--- config.mk ---
export PLATFORM = sky130hd
export DESIGN_NAME = scdata_periph_pipe
export DESIGN_NICKNAME = d
export VERILOG_FILES = /design/src/rtl/scdata_periph_pkg.sv /design/src/rtl/scdata_periph_stage.sv /design/src/rtl/scdata_periph_pipe.sv
export SDC_FILE = /design/constraint.sdc
export NUM_CORES = 2
export LEC_CHECK = 0
export BUFFER_PORTS_ARGS = -buffer_cell sky130_fd_sc_hd__buf_2
export CORE_AREA = 2 2 503 505
export CTS_CLUSTER_SIZE = 8
export DETAILED_ROUTE_END_ITERATION = 6
export DIE_AREA = 0 0 505 507
export GPL_ROUTABILITY_DRIVEN = 0
export GPL_TIMING_DRIVEN = 0
export MAX_ROUTING_LAYER = met4
export PLACE_DENSITY = 0.5
export RECOVER_POWER = 100
export SYNTH_ARGS = -nofsm -noshare
export SYNTH_HDL_FRONTEND = slang
export SYNTH_SLANG_ARGS = --single-unit
--- constraint.sdc ---
create_clock -name rclk -period 7 [get_ports rclk]
set_clock_uncertainty 0.05 [all_clocks]
set_input_delay 1.05 -clock rclk [delete_from_list [all_inputs] [get_ports rclk]]
set_output_delay 1.05 -clock rclk [all_outputs]
set_load 0.05 [all_outputs]
--- src/rtl/scdata_periph_pkg.sv ---
// scdata_periph_pkg: shared defaults and helper functions for the periphery pipeline
package scdata_periph_pkg;
  localparam int unsigned W_DEF = 156;
  localparam int unsigned NCH_DEF = 4;
  localparam int unsigned DEPTH_DEF = 2;
  localparam int unsigned CNTW_DEF = 8;
  function automatic logic [31:0] popcount(input logic [31:0] x);
    logic [31:0] n;
    n = '0;
    for (int i = 0; i < 32; i++) n = n + 32'(x[i]);
    return n;
  endfunction
  function automatic logic [31:0] sat_add(input logic [31:0] a, input logic [31:0] b, input logic [31:0] max);
    logic [32:0] s;
    s = {1'b0, a} + {1'b0, b};
    return (s > {1'b0, max}) ? max : s[31:0];
  endfunction
endpackage

--- src/rtl/scdata_periph_stage.sv ---
// scdata_periph_stage: one retiming stage of NCH channels with valid scan chain
module scdata_periph_stage
  import scdata_periph_pkg::*;
#(
  parameter int unsigned W = W_DEF,
  parameter int unsigned NCH = NCH_DEF
) (
  input  logic             rclk,
  input  logic             reset,
  input  logic             se,
  input  logic             si,
  input  logic             stall,
  input  logic             flush,
  input  logic [NCH-1:0]   i_vld,
  input  logic [NCH-1:0]   i_par,
  input  logic [NCH*W-1:0] i_data,
  output logic [NCH-1:0]   o_vld,
  output logic [NCH-1:0]   o_par,
  output logic [NCH*W-1:0] o_data,
  output logic             so
);
  logic [NCH*W-1:0] r_d;
  logic [NCH-1:0]   r_v;
  logic [NCH-1:0]   r_p;
  // scan shifts only valids; flush beats stall and clears valids while data/parity still load
  always_ff @(posedge rclk) begin
    if (reset) begin
      r_d <= '0;
      r_v <= '0;
      r_p <= '0;
    end else if (se) begin
      r_v <= NCH'({r_v, si});
    end else if (flush || !stall) begin
      r_d <= i_data;
      r_p <= i_par;
      r_v <= flush ? '0 : i_vld;
    end
  end
  assign o_vld  = r_v;
  assign o_par  = r_p;
  assign o_data = r_d;
  assign so     = r_v[NCH-1];
endmodule

--- src/rtl/scdata_periph_pipe.sv ---
// scdata_periph_pipe: parity-protected multi-channel retiming pipe with error counter
module scdata_periph_pipe
  import scdata_periph_pkg::*;
#(
  parameter int unsigned W = W_DEF,
  parameter int unsigned NCH = NCH_DEF,
  parameter int unsigned DEPTH = DEPTH_DEF,
  parameter int unsigned CNTW = CNTW_DEF
) (
  input  logic             rclk,
  input  logic             reset,
  input  logic             se,
  input  logic             si,
  output logic             so,
  input  logic [NCH-1:0]   in_vld,
  input  logic [NCH*W-1:0] in_data,
  input  logic [NCH-1:0]   err_inj,
  input  logic             stall,
  input  logic             flush,
  input  logic             err_clr,
  output logic [NCH-1:0]   out_vld,
  output logic [NCH*W-1:0] out_data,
  output logic [NCH-1:0]   par_err,
  output logic [CNTW-1:0]  err_cnt
);
  localparam logic [31:0] CMAX = 32'((64'd1 << CNTW) - 64'd1);
  logic [NCH*W-1:0] w_d [DEPTH+1];
  logic [NCH-1:0]   w_v [DEPTH+1];
  logic [NCH-1:0]   w_p [DEPTH+1];
  logic             w_s [DEPTH+1];
  logic [NCH-1:0]   w_par_in;
  logic [NCH-1:0]   w_perr;
  logic [CNTW-1:0]  r_cnt;
  for (genvar c = 0; c < NCH; c++) begin : g_ch
    assign w_par_in[c] = (^in_data[c*W +: W]) ^ err_inj[c];
    assign w_perr[c]   = out_vld[c] & ((^out_data[c*W +: W]) != w_p[DEPTH][c]);
  end
  assign w_d[0] = in_data;
  assign w_v[0] = in_vld;
  assign w_p[0] = w_par_in;
  assign w_s[0] = si;
  for (genvar s = 0; s < DEPTH; s++) begin : g_stage
    scdata_periph_stage #(.W(W), .NCH(NCH)) u_stage (
      .rclk  (rclk),
      .reset (reset),
      .se    (se),
      .si    (w_s[s]),
      .stall (stall),
      .flush (flush),
      .i_vld (w_v[s]),
      .i_par (w_p[s]),
      .i_data(w_d[s]),
      .o_vld (w_v[s+1]),
      .o_par (w_p[s+1]),
      .o_data(w_d[s+1]),
      .so    (w_s[s+1])
    );
  end
  // count parity errors on consumed beats, saturating; clear wins over increment
  always_ff @(posedge rclk) begin
    if (reset) r_cnt <= '0;
    else if (se) r_cnt <= r_cnt;
    else if (err_clr) r_cnt <= '0;
    else if (!stall && !flush) r_cnt <= CNTW'(sat_add(32'(r_cnt), popcount(32'(w_perr)), CMAX));
  end
  assign out_vld  = w_v[DEPTH];
  assign out_data = w_d[DEPTH];
  assign par_err  = w_perr;
  assign err_cnt  = r_cnt;
  assign so       = w_s[DEPTH];
endmodule

Word level (Yosys, flattened, before mapping)

Cells that the tools add are included.

Flip-flop bits (word level): 1,272
Input port bits: 639
Output and inout bits: 641
Word-level logic and storage cells: 50

Add/sub/neg operators: 4
Magnitude comparators: 1
Equal/unequal tests: 4
Mux-type cells: 9
Bitwise operators: 9
Reduce and logical (&&, ||, !) cells: 16

Operators with widths:

| operator                                                      | number |
|---|---|
| parity 156 bit                                                | 8 |
| two-way mux 4 bit                                             | 6 |
| two-way mux 8 bit                                             | 3 |
| adder 8 x 4 -> 9 bit                                          | 1 |
| greater-than comparator 9 x 8 -> 1 bit, second input constant | 1 |
| adder 3 x 1 -> 4 bit                                          | 1 |
| bitwise AND 1 bit                                             | 4 |
| inequality test 1 bit                                         | 4 |
| AND reduction 2 bit                                           | 2 |
| nonzero test 2 bit                                            | 2 |
| bitwise XOR 1 bit                                             | 4 |
| adder 2 x 1 -> 3 bit                                          | 1 |
| adder 1 x 1 -> 2 bit                                          | 1 |
| zero test 1 bit                                               | 2 |
| logical AND 1 bit                                             | 1 |
| logical OR 1 bit                                              | 1 |
| NOT 1 bit                                                     | 1 |

Depth between registers and ports, before layout

Depth after elaboration: 11
Depth in mapped cells: 18
Gate-level depth less buffers: 18

Hierarchy

Synthesis repeated with hierarchy kept, for this count alone.

Cell total of the unflattened synthesis: 6,799
Area total of the unflattened synthesis: 69,267.7 um^2

Modules (own cells, without submodules):

| module              | times used | cells an instance | area each (um^2) | seq. area each (um^2) |
|---|---|---|---|---|
| scdata_periph_stage | 2          | 2,744             | 28,867.7         | 12,652.1 |
| scdata_periph_pipe  | 1          | 1,311             | 11,532.3         | 160.2 |

Worst setup path before layout

OpenSTA, ideal clock, no wires.

Path kind: register -> register
Start point: reg g_stage[1].u_stage.r_d[309]
End point: reg r_cnt[3] (netlist: err_cnt[3])
Library setup time: 128 ps
Arrival time: 4,206 ps
Required time: 6,822 ps
Setup slack: 2,616 ps
Cell stages (with the launch flop): 19
Path buffers: 0
Clock period less this slack: 4,384 ps
Cell sequence: dfxtp_1 > xor2_1 > xnor2_1 > xnor2_1 > xnor2_1 > xnor2_1 > xnor3_1 > xnor2_1 > nand2_1 > fa_1 > fa_1 > inv_1 > fa_1 > and3_1 > and3_1 > nand3_1 > o21ai_0 > a22oi_1 > nor2_1

Word-level cells in the longest chain between the ends: 11

RTL lines:

| what                                   | RTL line                  | source |
|---|---|---|
| start: declaration                     | scdata_periph_stage.sv:22 | `logic [NCH*W-1:0] r_d;` |
| start signal: assignment               | scdata_periph_stage.sv:34 | `r_d <= i_data;` |
| parity 156 bit (*)                     | scdata_periph_pipe.sv:36  | `assign w_perr[c] = out_vld[c] & ((^out_data[c*W +: W]) != w_p[DEPTH][c]);` |
| inequality test 1 bit (*)              | scdata_periph_pipe.sv:36  |  |
| bitwise AND 1 bit (*)                  | scdata_periph_pipe.sv:36  |  |
| adder 1 x 1 -> 2 bit (*)               | scdata_periph_pkg.sv:10   | `for (int i = 0; i < 32; i++) n = n + 32'(x[i]);` |
| adder 2 x 1 -> 3 bit (*)               | scdata_periph_pkg.sv:10   |  |
| adder 3 x 1 -> 4 bit (*)               | scdata_periph_pkg.sv:10   |  |
| adder 8 x 4 -> 9 bit (*)               | scdata_periph_pkg.sv:15   | `s = {1'b0, a} + {1'b0, b};` |
| greater-than comparator 9 x 8 -> 1 bit | scdata_periph_pkg.sv:16   | `return (s > {1'b0, max}) ? max : s[31:0];` |
| two-way mux 8 bit (*)                  | scdata_periph_pkg.sv:16   |  |
| two-way mux 8 bit (*)                  | scdata_periph_pipe.sv:64  | `else if (!stall && !flush) r_cnt <= CNTW'(sat_add(32'(r_cnt), popcount(32'(w_perr)), CMAX));` |
| two-way mux 8 bit (*)                  | scdata_periph_pipe.sv:63  | `else if (err_clr) r_cnt <= '0;` |
| end signal: assignment                 | scdata_periph_pipe.sv:62  | `else if (se) r_cnt <= r_cnt;` |
| end signal: assignment                 | scdata_periph_pipe.sv:64  |  |
| end: declaration                       | scdata_periph_pipe.sv:33  | `logic [CNTW-1:0] r_cnt;` |

Mark *: on every way between the ends. The rest lies on a longest branch, timed or not. The select of a mux whose other input is x is not followed.
A chain may end at the register's enable or synchronous reset.

Final worst setup path

Start point: reg g_stage[1].u_stage.r_d[316]
End point: out par_err[2]

Word-level cells in the longest chain between the ends: 3

RTL lines:

| what                  | RTL line                 | source |
|---|---|---|
| parity 156 bit        | scdata_periph_pipe.sv:36 |  |
| inequality test 1 bit | scdata_periph_pipe.sv:36 |  |
| bitwise AND 1 bit     | scdata_periph_pipe.sv:36 |  |
| end: declaration      | scdata_periph_pipe.sv:23 | `output logic [NCH-1:0] par_err,` |

Every way passes these cells.

==> impl_metrics.ini <==
[outcome]
status = finished, violations left
violations = max-capacitance violations, max-slew violations

[clock_tree]
htree_levels = 4
cts_buffers = 181
ctsResizeCount = 0
clock_latency_ns = 0.85
root_buffer = clkbuf_16
clockBufferDepth = 3
tritoncts = done
cts_setup_buffers = 0
clock-sinks = 1272
cts_hold_buf = 0
clk_transition_reported_paths_ns = 0.06

[synth]
synth_compound_area_frac = 0.119
synth_top_area_share = 0.467
yosys.area_share.simple = 0.177
ys_warn_count = 0
yosys_register_bits = 1272
async_flop_share = 0
synth_mux_area_frac = 0.00165
syn-num-nets = 7415
synth_area_leaders = dfxtp_1 47%, nand2_1 17%, xnor2_1 17%, a21oi_1 12%, clkbuf_1 2.9%
avgSynthCellArea_um2 = 8.05
synth_ff_type = dfxtp_1
synth_most_common_cell = nand2_1
synthDistinctLibCells = 32
yosysTopAreaCell = dfxtp_1
synth_top_family_by_area = XOR/XNOR gates
synthAdderAreaFrac = 0.00133
yosys-top-cells-count = 2520 x nand2_1, 1272 x dfxtp_1, 1257 x a21oi_1
synthCells = 6772
synth-edff-count = 0
yosysSeqAreaShare = 0.467
syn_area_um2 = 54500
synthXorXnorAreaFrac = 0.204

[finish]
fin_area_um2 = 69600
nets = 8877
final_layout_size_suffix_gt1_frac = 0.104
area_growth_pct = 27.7

[floorplanning]
die_w_um = 505
num_rows = 184
pin_count = 1280
initial_core_util = 0.218
die_h_um = 507
core_area_um2 = 250000
dieArea_um2 = 256000

[routing]
via_per_inst = 4.42
topRoutingLayerUsed = met4
drtIter0Drc = 4183
first_pass_iters = 6
wl_met2_um = 129000
drc = 0
vias = 51800
dr_wl_met3_um = 26900
wirelength_um = 282000
wl_met1_um = 113000
ant_nets = 0
wire_per_inst_um = 24.1

[global_route]
grt_max_degree = 17
grt_pass1_wl_um = 383000
grt-ovfl-total = 0
grt_usage = 0.217
grt_pass1_vias = 49700
antenna_found_initial = 131

[power]
powerDensity_nw_per_um2 = 306
p_leak_uw = 0.0242
ir_drop_mv = 0.324

[worst_setup_path]
rr_worst_depth = 18
crit_path_cell_trace = xor2_1 > xnor2_1 > xnor2_1 > xnor2_1 > xnor2_1 > xnor3_1 > xnor2_1 > and2_1 > clkbuf_1
worst_ep_arrival_time_ns = 5.16
worstSetupPathType = reg -> out
reg2reg_to = err_cnt[5]$_SDFFE_PP0P_
slowest_delay_ns = 1.05
required_ns = 5.90
worst_setup_path_end_kind = primary output
r2r_start = g_stage[1].u_stage.o_data[288]$_SDFFE_PP0P_
cp_common_cell = xnor2_1
reg2reg_slack_ns = 1.08
startpoint_type = flop
crit_slowest_cell = xnor2_1
cp_max_fo = 3

[placement]
place_area_um2 = 65100
hpwl_um = 237000
io_buffers = 1277

[sta]
fin_crit_ns = 6.26
setup_tns_ns = 0
max-slew-margin-rel = -0.0153
clock.fmax_mhz = 160
rsz0062_at_grt = false
finalCritPeriodShare = 0.895
setup-violations-final = 0
slew_violations = 11
finalHoldViolCount = 0
tightest_slew_ns = 1.52

[worst_hold_path]
hold_depth = 2
hold_start = g_stage[0].u_stage.o_data[445]$_SDFFE_PP0P_
hold_end = g_stage[1].u_stage.o_data[445]$_SDFFE_PP0P_
holdCritPathClass = reg -> reg

[flow_run]
maxCapViolCount = 2
[cell families after synthesis]
family | count (synthesis)
simple gates | 2553
compound gates | 1288
flops | 1272
xor+xnor | 1217
buf+inv | 430
mux | 8
fa+ha+maj | 4
[area by class of cell]
| type | count | area, um2 |
|---|---|---|
| diodes | 92 | 230 |
| plain buffers | 425 | 1610 |
| clock buffers | 192 | 4600 |
| clock inverters | 22 | 457 |
| fillers | 27900 | 181000 |
| inverters | 5 | 18.8 |
| multi-input cells | 5070 | 27400 |
| flip-flops and latches | 1272 | 25500 |
| well taps | 3348 | 4190 |
| repair buffers | 1279 | 5620 |
[per-layer routing]
| metal | vias up | track usage |
|---|---|---|
| met5 | - | - |
| met4 | 0 | 0.0877 |
| met3 | 513 | 0.0700 |
| met2 | 2157 | 0.345 |
| met1 | 24600 | 0.252 |
| li1 | 24500 | - |
[power breakdown]
group	internal, uW	switching (uW)	leakage (uW)	total [uW]
Clock	4710	3490	0.00246	8200
Combinational	1940	3340	0.0114	5280
Sequential	7560	237	0.0104	7800
Total	14200	7060	0.0242	21300
[sequential cells by signal, summed over array words and instances, names as in the netlist]
| signal | count |
|---|---|
| g_stage.u_stage.o_par | 8 |
| err_cnt | 8 |
| g_stage.u_stage.o_vld | 8 |
| g_stage.u_stage.o_data | 1248 |
[worst max-delay path: cells and delay by family (launching register included)]
kind | cells | cell delay [ns]
flops | 1 | 0.33
simple gates | 1 | 0.26
buf+inv | 1 | 0.48
xor+xnor | 7 | 3.25
[metrics by stage]
stage | setup slack (ns) | instances | power, uW | hold WS (ns) | utilization
final | 0.736 | 11700 | 21300 | 0.375 | 0.278
after global routing | 0.429 | 11700 | 22100 | 0.380 | 0.278
after CTS | 0.472 | 11600 | 21700 | 0.342 | 0.280
after detailed placement | 0.840 | 11400 | 13500 | 0.391 | 0.260
after global placement | 0.691 | 11400 | 13400 | 0.385 | 0.260
after floorplan | 2.62 | 6772 | 11000 | 0.382 | -
[worst max-delay path by stage]
stage                                                 from                                           to  slack [ns]
5_1_grt        g_stage[1].u_stage.o_data[316]$_SDFFE_PP0P_                                   par_err[2]        0.43
6_report       g_stage[1].u_stage.o_data[316]$_SDFFE_PP0P_                                   par_err[2]        0.74
3_5_place_dp   g_stage[1].u_stage.o_data[316]$_SDFFE_PP0P_                      err_cnt[5]$_SDFFE_PP0P_        0.84
3_3_place_gp                                            se  g_stage[1].u_stage.o_data[345]$_SDFFE_PP0P_        0.69
2_1_floorplan  g_stage[1].u_stage.o_data[309]$_SDFFE_PP0P_                      err_cnt[3]$_SDFFE_PP0P_        2.62
4_1_cts        g_stage[1].u_stage.o_data[316]$_SDFFE_PP0P_                                   par_err[2]        0.47
[layout by cell type, fill, tap and decap left out, types with 3 or more instances in the layout]
| master | n |
|---|---|
| clkbuf_1 | 1070 |
| clkbuf_8 | 3 |
| nand3_1 | 3 |
| xnor3_1 | 31 |
| inv_1 | 5 |
| clkinv_16 | 9 |
| dfxtp_1 | 1272 |
| mux2_2 | 8 |
| nand2_1 | 2520 |
| nor2_1 | 19 |
| o21ai_0 | 10 |
| buf_2 | 636 |
| clkbuf_2 | 3 |
| a22oi_1 | 11 |
| clkbuf_16 | 181 |
| a21oi_1 | 1259 |
| fa_1 | 3 |
| diode_2 | 92 |
| xor2_1 | 142 |
| xnor2_2 | 3 |
| xnor2_1 | 1041 |
| clkinv_8 | 3 |
| and2_1 | 4 |
| clkinv_2 | 4 |
Power figures use the tool's default switching activity.
